==> config.mk <==
export PLATFORM = sky130hd
export DESIGN_NAME = chacha_stream
export DESIGN_NICKNAME = d
export VERILOG_FILES = /design/src/rtl/chacha_stream.sv
export SDC_FILE = /design/constraint.sdc
export NUM_CORES = 2
export LEC_CHECK = 0
export ABC_AREA = 1
export CORE_ASPECT_RATIO = 1.4
export CORE_MARGIN = 1
export CORE_UTILIZATION = 30
export DETAILED_ROUTE_END_ITERATION = 6
export GPL_ROUTABILITY_DRIVEN = 0
export PLACE_DENSITY_LB_ADDON = 0.25
export SLEW_MARGIN = 25
export SYNTH_ARGS = -nofsm -noshare
export SYNTH_HDL_FRONTEND = slang
export SYNTH_SLANG_ARGS = --single-unit
export TNS_END_PERCENT = 10
==> constraint.sdc <==
create_clock -name clk -period 28.7 [get_ports clk]
set_input_delay 7.175 -clock clk [delete_from_list [all_inputs] [get_ports clk]]
set_output_delay 7.175 -clock clk [all_outputs]
set_load 0.02 [all_outputs]
==> src/rtl/chacha_stream.sv <==
// -----------------------------------------------------------------------------
// chacha_stream
//
// ChaCha keystream generator.  Key, nonce and block counter are loaded a byte
// at a time while the block is idle.  A block is computed one quarter-round
// per clock cycle and then streamed out as 64 bytes.
//
// Ports
//   clk, rst_n          clock, synchronous active-low reset
//   in_valid, in_first  byte strobe; in_first rewinds the field byte pointer
//   in_sel, in_data     field select (0 key, 1 nonce, 2 counter, 3 ignored)
//   in_ready            loading allowed (IDLE only)
//   start               one-cycle request to compute a block (IDLE only)
//   hold                freezes quarter-round progress in CALC
//   busy                high while the block is being computed
//   out_valid/out_ready keystream byte handshake
//   out_data, out_last  keystream byte, high with byte 63 of a block
//   ctr_wrap            sticky flag: block counter wrapped from all-ones to 0
//   dbg_state           current FSM state (0 IDLE, 1 CALC, 2 OUT)
//
// Handshake: an input byte is taken on a clock edge where in_valid and
// in_ready are both high; a keystream byte is taken on a clock edge where
// out_valid and out_ready are both high.  out_data holds while out_ready is low.
//
// Parameters
//   ROUNDS  8, 12 or 20
//   CTR_W   32: 32-bit counter in word 12, 96-bit nonce in words 13..15
//           64: 64-bit counter in words 12..13, 64-bit nonce in words 14..15
//   AUTO    1: next block starts by itself after byte 63 is read
// -----------------------------------------------------------------------------
module chacha_stream #(
   parameter int ROUNDS = 20,
   parameter int CTR_W  = 32,
   parameter int AUTO   = 1
) (
   input  logic       clk,
   input  logic       rst_n,
   input  logic       in_valid,
   input  logic       in_first,
   input  logic [1:0] in_sel,
   input  logic [7:0] in_data,
   output logic       in_ready,
   input  logic       start,
   input  logic       hold,
   output logic       busy,
   output logic       out_valid,
   input  logic       out_ready,
   output logic [7:0] out_data,
   output logic       out_last,
   output logic       ctr_wrap,
   output logic [1:0] dbg_state
);

   localparam int NQR         = 4 * ROUNDS;
   localparam int QW          = $clog2(NQR);
   localparam int CTR_BYTES   = CTR_W / 8;
   localparam int NONCE_BYTES = 16 - CTR_BYTES;

   // Field positions as byte addresses into the 64-byte state.
   localparam logic [5:0] KEY_BASE   = 6'd16;
   localparam logic [5:0] CTR_BASE   = 6'd48;
   localparam logic [5:0] NONCE_BASE = 6'(48 + CTR_BYTES);
   localparam logic [5:0] KEY_LEN    = 6'd32;
   localparam logic [5:0] CTR_LEN    = 6'(CTR_BYTES);
   localparam logic [5:0] NONCE_LEN  = 6'(NONCE_BYTES);

   localparam logic [QW-1:0] QR_LAST = QW'(NQR - 1);

   typedef enum logic [1:0] {
      S_IDLE = 2'd0,
      S_CALC = 2'd1,
      S_OUT  = 2'd2
   } state_t;

   state_t state, state_nxt;

   // Loaded input state: words 4..11 and 12..15 (counter + nonce).
   logic [31:0] key_w  [8];
   logic [31:0] tail_w [4];
   logic [5:0]  ptr    [4];     // per-field byte pointer; entry 3 unused
   logic        wrap_q;

   // Working state and sequencing.
   logic [31:0] work [16];
   logic [QW-1:0] qr_cnt;
   logic [5:0]  k;

   // ---------------------------------------------------------------------------
   // Full 16-word input state view
   // ---------------------------------------------------------------------------
   logic [31:0] in_st [16];
   logic [31:0] ld_st [16];

   always_comb begin
      in_st[0] = 32'h61707865;
      in_st[1] = 32'h3320646e;
      in_st[2] = 32'h79622d32;
      in_st[3] = 32'h6b206574;
      for (int i = 0; i < 8; i++) in_st[4 + i] = key_w[i];
      for (int i = 0; i < 4; i++) in_st[12 + i] = tail_w[i];
   end

   // Counter increment; upper words pass through untouched for CTR_W=32.
   logic [63:0]      ctr_wide;
   logic [63:0]      ctr_inc_w;
   logic [CTR_W-1:0] ctr_cur;
   logic             ctr_all1;

   always_comb begin
      ctr_wide  = {tail_w[1], tail_w[0]};
      ctr_cur   = ctr_wide[CTR_W-1:0];
      ctr_all1  = &ctr_cur;
      ctr_inc_w = ctr_wide;
      ctr_inc_w[CTR_W-1:0] = ctr_cur + CTR_W'(1);
   end

   // A block launched straight out of OUT must already see the incremented
   // counter, since the counter register updates on that same edge.
   always_comb begin
      for (int i = 0; i < 16; i++) ld_st[i] = in_st[i];
      if (state == S_OUT) begin
         ld_st[12] = ctr_inc_w[31:0];
         ld_st[13] = ctr_inc_w[63:32];
      end
   end

   // ---------------------------------------------------------------------------
   // Handshakes
   // ---------------------------------------------------------------------------
   logic out_hs;
   logic last_hs;

   assign in_ready  = (state == S_IDLE);
   assign busy      = (state == S_CALC);
   assign out_valid = (state == S_OUT);
   assign out_last  = (state == S_OUT) && (k == 6'd63);
   assign ctr_wrap  = wrap_q;
   assign dbg_state = state;

   assign out_hs  = (state == S_OUT) && out_ready;
   assign last_hs = out_hs && (k == 6'd63);

   // ---------------------------------------------------------------------------
   // Field write decode
   // ---------------------------------------------------------------------------
   logic       wr_beat;
   logic       wr_ok;
   logic [5:0] f_base;
   logic [5:0] f_len;
   logic [5:0] cur_ptr;
   logic [5:0] wr_addr;
   logic [3:0] wr_word;
   logic [2:0] key_idx;
   logic [4:0] wr_lane;

   always_comb begin
      wr_beat = in_valid && in_ready && (in_sel != 2'd3);
      f_base  = KEY_BASE;
      f_len   = KEY_LEN;
      case (in_sel)
         2'd1: begin
            f_base = NONCE_BASE;
            f_len  = NONCE_LEN;
         end
         2'd2: begin
            f_base = CTR_BASE;
            f_len  = CTR_LEN;
         end
         default: ;
      endcase
      cur_ptr = in_first ? 6'd0 : ptr[in_sel];
      wr_ok   = wr_beat && (cur_ptr < f_len);
      wr_addr = f_base + cur_ptr;
      wr_word = wr_addr[5:2];
      key_idx = 3'(wr_word - 4'd4);
      wr_lane = {wr_addr[1:0], 3'b000};
   end

   always_ff @(posedge clk) begin
      if (!rst_n) begin
         for (int i = 0; i < 8; i++) key_w[i] <= '0;
         for (int i = 0; i < 4; i++) tail_w[i] <= '0;
         for (int i = 0; i < 4; i++) ptr[i] <= '0;
         wrap_q <= 1'b0;
      end else begin
         // Pointer stops at the field length so later bytes stay dropped.
         if (wr_beat) ptr[in_sel] <= wr_ok ? cur_ptr + 6'd1 : cur_ptr;

         if (wr_ok) begin
            if (wr_word[3:2] == 2'b11) tail_w[wr_word[1:0]][wr_lane +: 8] <= in_data;
            else                       key_w[key_idx][wr_lane +: 8] <= in_data;
         end

         // Writes happen only in IDLE and increments only in OUT, so the
         // two never collide.
         if (last_hs) begin
            tail_w[0] <= ctr_inc_w[31:0];
            tail_w[1] <= ctr_inc_w[63:32];
         end

         if (wr_ok && (in_sel == 2'd2)) wrap_q <= 1'b0;
         else if (last_hs && ctr_all1)  wrap_q <= 1'b1;
      end
   end

   // ---------------------------------------------------------------------------
   // Quarter-round select and datapath
   // ---------------------------------------------------------------------------
   // Within a double round qr_cnt[2] picks column (0) or diagonal (1) pass and
   // qr_cnt[1:0] picks the lane j.  Diagonals rotate rows 1..3 by 1..3 lanes.
   logic [1:0]  qj, qb, qc, qd;
   logic        diag;
   logic [3:0]  ia, ib, ic, id;
   logic [31:0] a1, b1, c1, d1, a2, b2, c2, d2;

   function automatic logic [31:0] rotl(input logic [31:0] x, input int n);
      return (x << n) | (x >> (32 - n));
   endfunction

   always_comb begin
      qj   = qr_cnt[1:0];
      diag = qr_cnt[2];
      qb   = qj + {1'b0, diag};
      qc   = qj + {diag, 1'b0};
      qd   = qj + {diag, diag};
      ia   = {2'b00, qj};
      ib   = {2'b01, qb};
      ic   = {2'b10, qc};
      id   = {2'b11, qd};

      a1 = work[ia] + work[ib];
      d1 = rotl(work[id] ^ a1, 16);
      c1 = work[ic] + d1;
      b1 = rotl(work[ib] ^ c1, 12);
      a2 = a1 + b1;
      d2 = rotl(d1 ^ a2, 8);
      c2 = c1 + d2;
      b2 = rotl(b1 ^ c2, 7);
   end

   // ---------------------------------------------------------------------------
   // FSM
   // ---------------------------------------------------------------------------
   logic load_work;

   always_ff @(posedge clk) begin
      if (!rst_n) state <= S_IDLE;
      else        state <= state_nxt;
   end

   always_comb begin
      state_nxt = state;
      load_work = 1'b0;
      case (state)
         S_IDLE: begin
            if (start) begin
               state_nxt = S_CALC;
               load_work = 1'b1;
            end
         end
         S_CALC: begin
            if (!hold && (qr_cnt == QR_LAST)) state_nxt = S_OUT;
         end
         S_OUT: begin
            if (last_hs) begin
               if (AUTO != 0) begin
                  state_nxt = S_CALC;
                  load_work = 1'b1;
               end else begin
                  state_nxt = S_IDLE;
               end
            end
         end
         default: state_nxt = S_IDLE;
      endcase
   end

   always_ff @(posedge clk) begin
      if (!rst_n) begin
         for (int i = 0; i < 16; i++) work[i] <= '0;
         qr_cnt <= '0;
         k      <= '0;
      end else begin
         if (load_work) begin
            for (int i = 0; i < 16; i++) work[i] <= ld_st[i];
            qr_cnt <= '0;
         end else if ((state == S_CALC) && !hold) begin
            work[ia] <= a2;
            work[ib] <= b2;
            work[ic] <= c2;
            work[id] <= d2;
            qr_cnt   <= qr_cnt + QW'(1);
         end
         // k wraps 63 -> 0 on the last handshake, ready for the next block.
         if (out_hs) k <= k + 6'd1;
      end
   end

   // ---------------------------------------------------------------------------
   // Keystream output: working word plus input word, little-endian bytes
   // ---------------------------------------------------------------------------
   logic [31:0] sum_w;

   always_comb begin
      sum_w    = work[k[5:2]] + in_st[k[5:2]];
      out_data = (state == S_OUT) ? sum_w[{k[1:0], 3'b000} +: 8] : 8'd0;
   end

endmodule

# Yosys cells after proc, flatten, opt, wreduce, memory -nomap -nowiden
# Memories as Yosys holds them, arrays and structs flattened. A register that Yosys moved wholly into a read port is not among the register bits.
# Index checks and enable logic that the tools add are counted.
totals:
  mem_count: 4
  inputBits: 17
  register_bits: 16
  elab_cells: 170
  ram_bits: 920
  output_inout_bits: 15
memory_table:
  columns: ["memory", "words", "width", "read_ports", "rd_clocked_by_memory_dff", "write_ports", "line_no", "source"]
  rows:
  - ["work", 16, 32, 5, 2, 16, "84", "logic [31:0] work [16];"]
  - ["key_w", 8, 32, 8, 0, 8, "78", "logic [31:0] key_w [8];"]
  - ["tail_w", 4, 32, 4, 0, 4, "79", "logic [31:0] tail_w [4];"]
  - ["ptr", 4, 6, 1, 0, 4, "80", "logic [5:0] ptr [4];"]
op_classes:
  magnitude_cmp: 2
  n_shift: 3
  n_addsub: 15
  reduce_logical: 23
  n_eq_ne: 11
  muxes: 80
  bitwise_logic: 28
op_table:
  columns: ["operator", "n"]
  rows:
  - ["$mux 32", 30]
  - ["$reduce_or 32->1", 6]
  - ["$add 32x32->32", 5]
  - ["$bmux 32 s4", 1]
  - ["$xor 32x32->32", 4]
  - ["$mux 64", 1]
  - ["$add 32x1->32 const B", 1]
  - ["$mux 4", 8]
  - ["$or 32x12->32", 1]
  - ["$or 32x16->32", 1]
  - ["$or 32x7->32", 1]
  - ["$or 32x8->32", 1]
  - ["$reduce_and 32->1", 1]
  - ["$shift 8x7->32 const A", 1]
  - ["$shiftx 32x6->8", 1]
  - ["$shiftx 8x7->32", 1]
  - ["$mux 1", 26]
  - ["$pmux 6 s2", 2]
  - ["$mux 6", 3]
  - ["$or 1x1->1", 18]
  - ["$add 6x1->6 const B", 2]
  - ["$logic_and 1x1->1", 10]
  - ["$mux 2", 5]
  - ["$mux 8", 1]
  - ["other kinds (24)", 31]

# Depth between registers and ports, before layout
# An unclocked memory read counts as a cell.
depth:
  word_depth: 15
  depth_mapped: 94
  ltp_nobuf: 93

# Worst setup path before layout
# Ideal clock, no wire load.
synth_path:
  path_type: "reg-to-output"
  startpoint: "register (tool-made name)"
  endpoint: "output out_data[6]"
  n_path_buf: 4
  path_slack_ns: 16.376
  arrival_time_ns: 5.149
  required_time_ns: 21.525
  path_stages_with_launch: 33
  path_cell_list: "dfxtp_1 > clkbuf_1 > clkbuf_1 > clkbuf_1 > clkbuf_1 > mux2i_1 > o21ai_0 > o211ai_1 > nand2_1 > ha_1 > fa_1 > nand2_1 > inv_1 > o21a_1 > nor2_1 > o21ai_0 > a21oi_1 > o21bai_1 > nand2_1 > o21ai_0 > nand2_1 > nand2_1 > nand2_1 > nand3b_1 > o21ai_0 > inv_1 > a21oi_1 > o21ai_0 > nand3_1 > nand2_1 > o21ai_0 > nand2_1 > a21oi_1"
synth_lines:
  columns: ["element", "line_no", "source"]
  rows:
  - ["end, declared", "48", "output logic [7:0] out_data,"]

==> results.json <==
{
  "status": "finished with violations",
  "violations": "DRC",
  "drt-vias-per-instance": 5.825,
  "hp-class": "reg2reg",
  "yosysSeqAreaShare": 0.4765,
  "synthFlopType": "edfxtp_1",
  "slowest_stage": "xor2_1",
  "die_area_sq_um": 198100,
  "ios": 32,
  "fin_nets": 6972,
  "antenna_found_initial": 25,
  "antenna_left": 0,
  "globalRoute.totalOverflow": 0,
  "worst_setup_path_start_kind": "register",
  "finalSetupViolCount": 0,
  "core_area_sq_um": 195300,
  "die_width_microns": 376.5,
  "netlist_instances": 6903,
  "utilization": 0.3348,
  "vias": 55225,
  "fmax_mhz": 63.77,
  "hpwl_mm": 229.1,
  "worstMarginPinSlew_ps": 1319,
  "port_buffers": 31,
  "start_util": 0.3016,
  "nFillCells": 20279,
  "endpoint_kind": "register",
  "root_buffer": "clkbuf_16",
  "holdPathStages": 2,
  "skew_ps": 52.17,
  "seqCellArea_sq_um": 28090,
  "cp.arrival_ps": 16140,
  "grt_use_total": 0.2982,
  "slew_headroom": 0.1198,
  "cap_violations": 0,
  "max_stage_delay_ps": 610,
  "crit_top_cell": "nand2_1",
  "drive_above_1_share": 0.06905,
  "setup_tns_ps": 0,
  "grt_pass1_vias": 51516,
  "drcViolationCount": 12,
  "post_cts_buffers": 0,
  "ys_seq_elements": 942,
  "multi_input_area_sq_um": 27040,
  "synth-edff-count": 920,
  "critPathBufInv": 10,
  "async_reset_ff_frac": 0,
  "first_iter_violations": 7290,
  "die_height_microns": 526.3,
  "area_growth_pct": 11.03,
  "avgSynthCellArea_sq_um": 8.532,
  "period_needed_ps": 15680,
  "hold_viol_final": 0,
  "ctsResizeCount": 0,
  "row_count": 192,
  "post_drt_wl_per_cell_microns": 32.05,
  "cts.sinks": 942,
  "slew_viol_final": 0,
  "yosysWarnings": 0,
  "cp_top_family": "simple AND/OR/NAND/NOR gates",
  "rsz0062_at_grt": "no",
  "ctsHtreeMaxLevel": 3,
  "grt_pass1_wl_mm": 409.4,
  "ff2ff_path_depth": 87,
  "cts_tree": "yes",
  "place_ws_ps": 13490,
  "synth.distinct_cells": 77,
  "cts_buffers": 94,
  "cts_buffer_depth": 3,
  "synthesis.nets": 7102,
  "dr.pass1.iters": 7,
  "insertion_delay_ps": 750,
  "netlist_area_sq_um": 58900,
  "cp.depth": 87,
  "routed_wl_mm": 303.9,
  "critical_path_class": "reg2reg",
  "setup_ws_ps": 13020,
  "hold_buffers": 0,
  "crit_required_ps": 29160,
  "critPathMaxFanout": 32,
  "fin_crit_sh": 0.5464,
  "clkSlewWorstSetupHoldPaths_ps": 70,
  "grt_max_degree": 140
}
cells in the mapped netlist, drive strengths merged (112+ instances only):
| cell | number | share of area |
|---|---|---|
| mux2i | 112 | 0.019 |
| o22ai | 230 | 0.024 |
| o21ai | 761 | 0.065 |
| ha | 177 | 0.038 |
| nor2 | 769 | 0.050 |
| xor2 | 139 | 0.022 |
| nand3 | 386 | 0.034 |
| inv | 692 | 0.044 |
| o211ai | 166 | 0.021 |
| a21oi | 551 | 0.047 |
| edfxtp | 920 | 0.47 |
| clkbuf | 326 | 0.021 |
| nand2 | 1186 | 0.078 |
final timing paths:
| path | from | to | slack [ps] |
|---|---|---|---|
| hold / removal | qr_cnt[3]$_SDFFE_PP0P_ | qr_cnt[3]$_SDFFE_PP0P_ | 470 |
| setup / recovery | qr_cnt[0]$_SDFFE_PP0P_ | work[6][3]$_DFFE_PP_ | 13020 |
| setup reg to reg | qr_cnt[0]$_SDFFE_PP0P_ | work[6][3]$_DFFE_PP_ | 13020 |
| hold reg to reg | qr_cnt[3]$_SDFFE_PP0P_ | qr_cnt[3]$_SDFFE_PP0P_ | 470 |
layer usage:
metal	routed length, microns	track usage
met5	58	0.0002450
met2	140300	0.4881
met4	33870	0.2744
met1	99980	0.3145
met3	29640	0.07422
worst reg2reg max path, delay by kind of cell (launching register included):
kind                     cells  cell delay [ps]
XOR/XNOR                     6             2370
AO/OA/AOI/OAI               18             3610
flip-flops                   1              380
buffers and inverters       10             1150
adder cells (fa/ha/maj)      9             3380
AND/OR/NAND/NOR             44             4520
final cells by class:
type                       count  share of cell area
antenna                       11           0.0004209
multi-input combinational   4885              0.4135
clock buffer                 110             0.03767
sequential                   942              0.4295
timing repair buffer         148             0.01865
inverter                     702             0.04037
clock inverter                63            0.009834
tap                         2619             0.05011
cells in the final DEF, fill, tap and decap left out, types with 11 or more instances in the layout:
master / instances
ha_1: 177
buf_4: 110
nor2_1: 733
nor3_1: 35
mux2i_1: 112
inv_2: 29
diode_2: 11
clkdlybuf4s50_1: 30
edfxtp_1: 920
clkinv_1: 23
or2_2: 11
o22ai_1: 230
nand4_1: 30
clkbuf_16: 95
a31oi_1: 19
o21ai_0: 712
xnor2_1: 62
nand3_1: 372
o21ai_1: 42
inv_1: 662
dfxtp_1: 17
clkinv_2: 16
xor2_2: 21
o211ai_1: 164
a22oi_1: 31
nand2_2: 37
clkbuf_1: 12
o21a_1: 17
nor2_2: 30
a21oi_1: 547
o221ai_1: 60
clkinvlp_4: 12
xor2_1: 117
nand3_2: 14
nand2_1: 1143
sequential cells by signal (all words and copies together), names as in the netlist, named ones only:
| signal | count |
|---|---|
| ctr_wrap | 1 |
| dbg_state | 2 |
| k | 6 |
| key_w | 256 |
| ptr | 24 |
| qr_cnt | 7 |
| tail_w | 128 |
| work | 512 |
metrics by stage:
stage	hold WS, ps	area, sq um	cells
2_1_floorplan	443.6	58900	6903
3_3_place_gp	454.7	61970	9286
3_5_place_dp	464.4	62070	9289
4_1_cts	474.0	65180	9462
5_1_grt	509.3	65370	9470
6_report	470.0	65390	9480
cell families after synthesis:
logic type,after synthesis,share of synthesized area
mux,112,0.01903
buf+inv,1076,0.06887
compound gates,1917,0.1873
simple gates,2461,0.1745
flops,942,0.4765
xor+xnor,213,0.03442
fa+ha+maj,182,0.03930
Power is not shown: default switching activity piles up to over one toggle a cycle in this logic, so the estimate is an artifact.
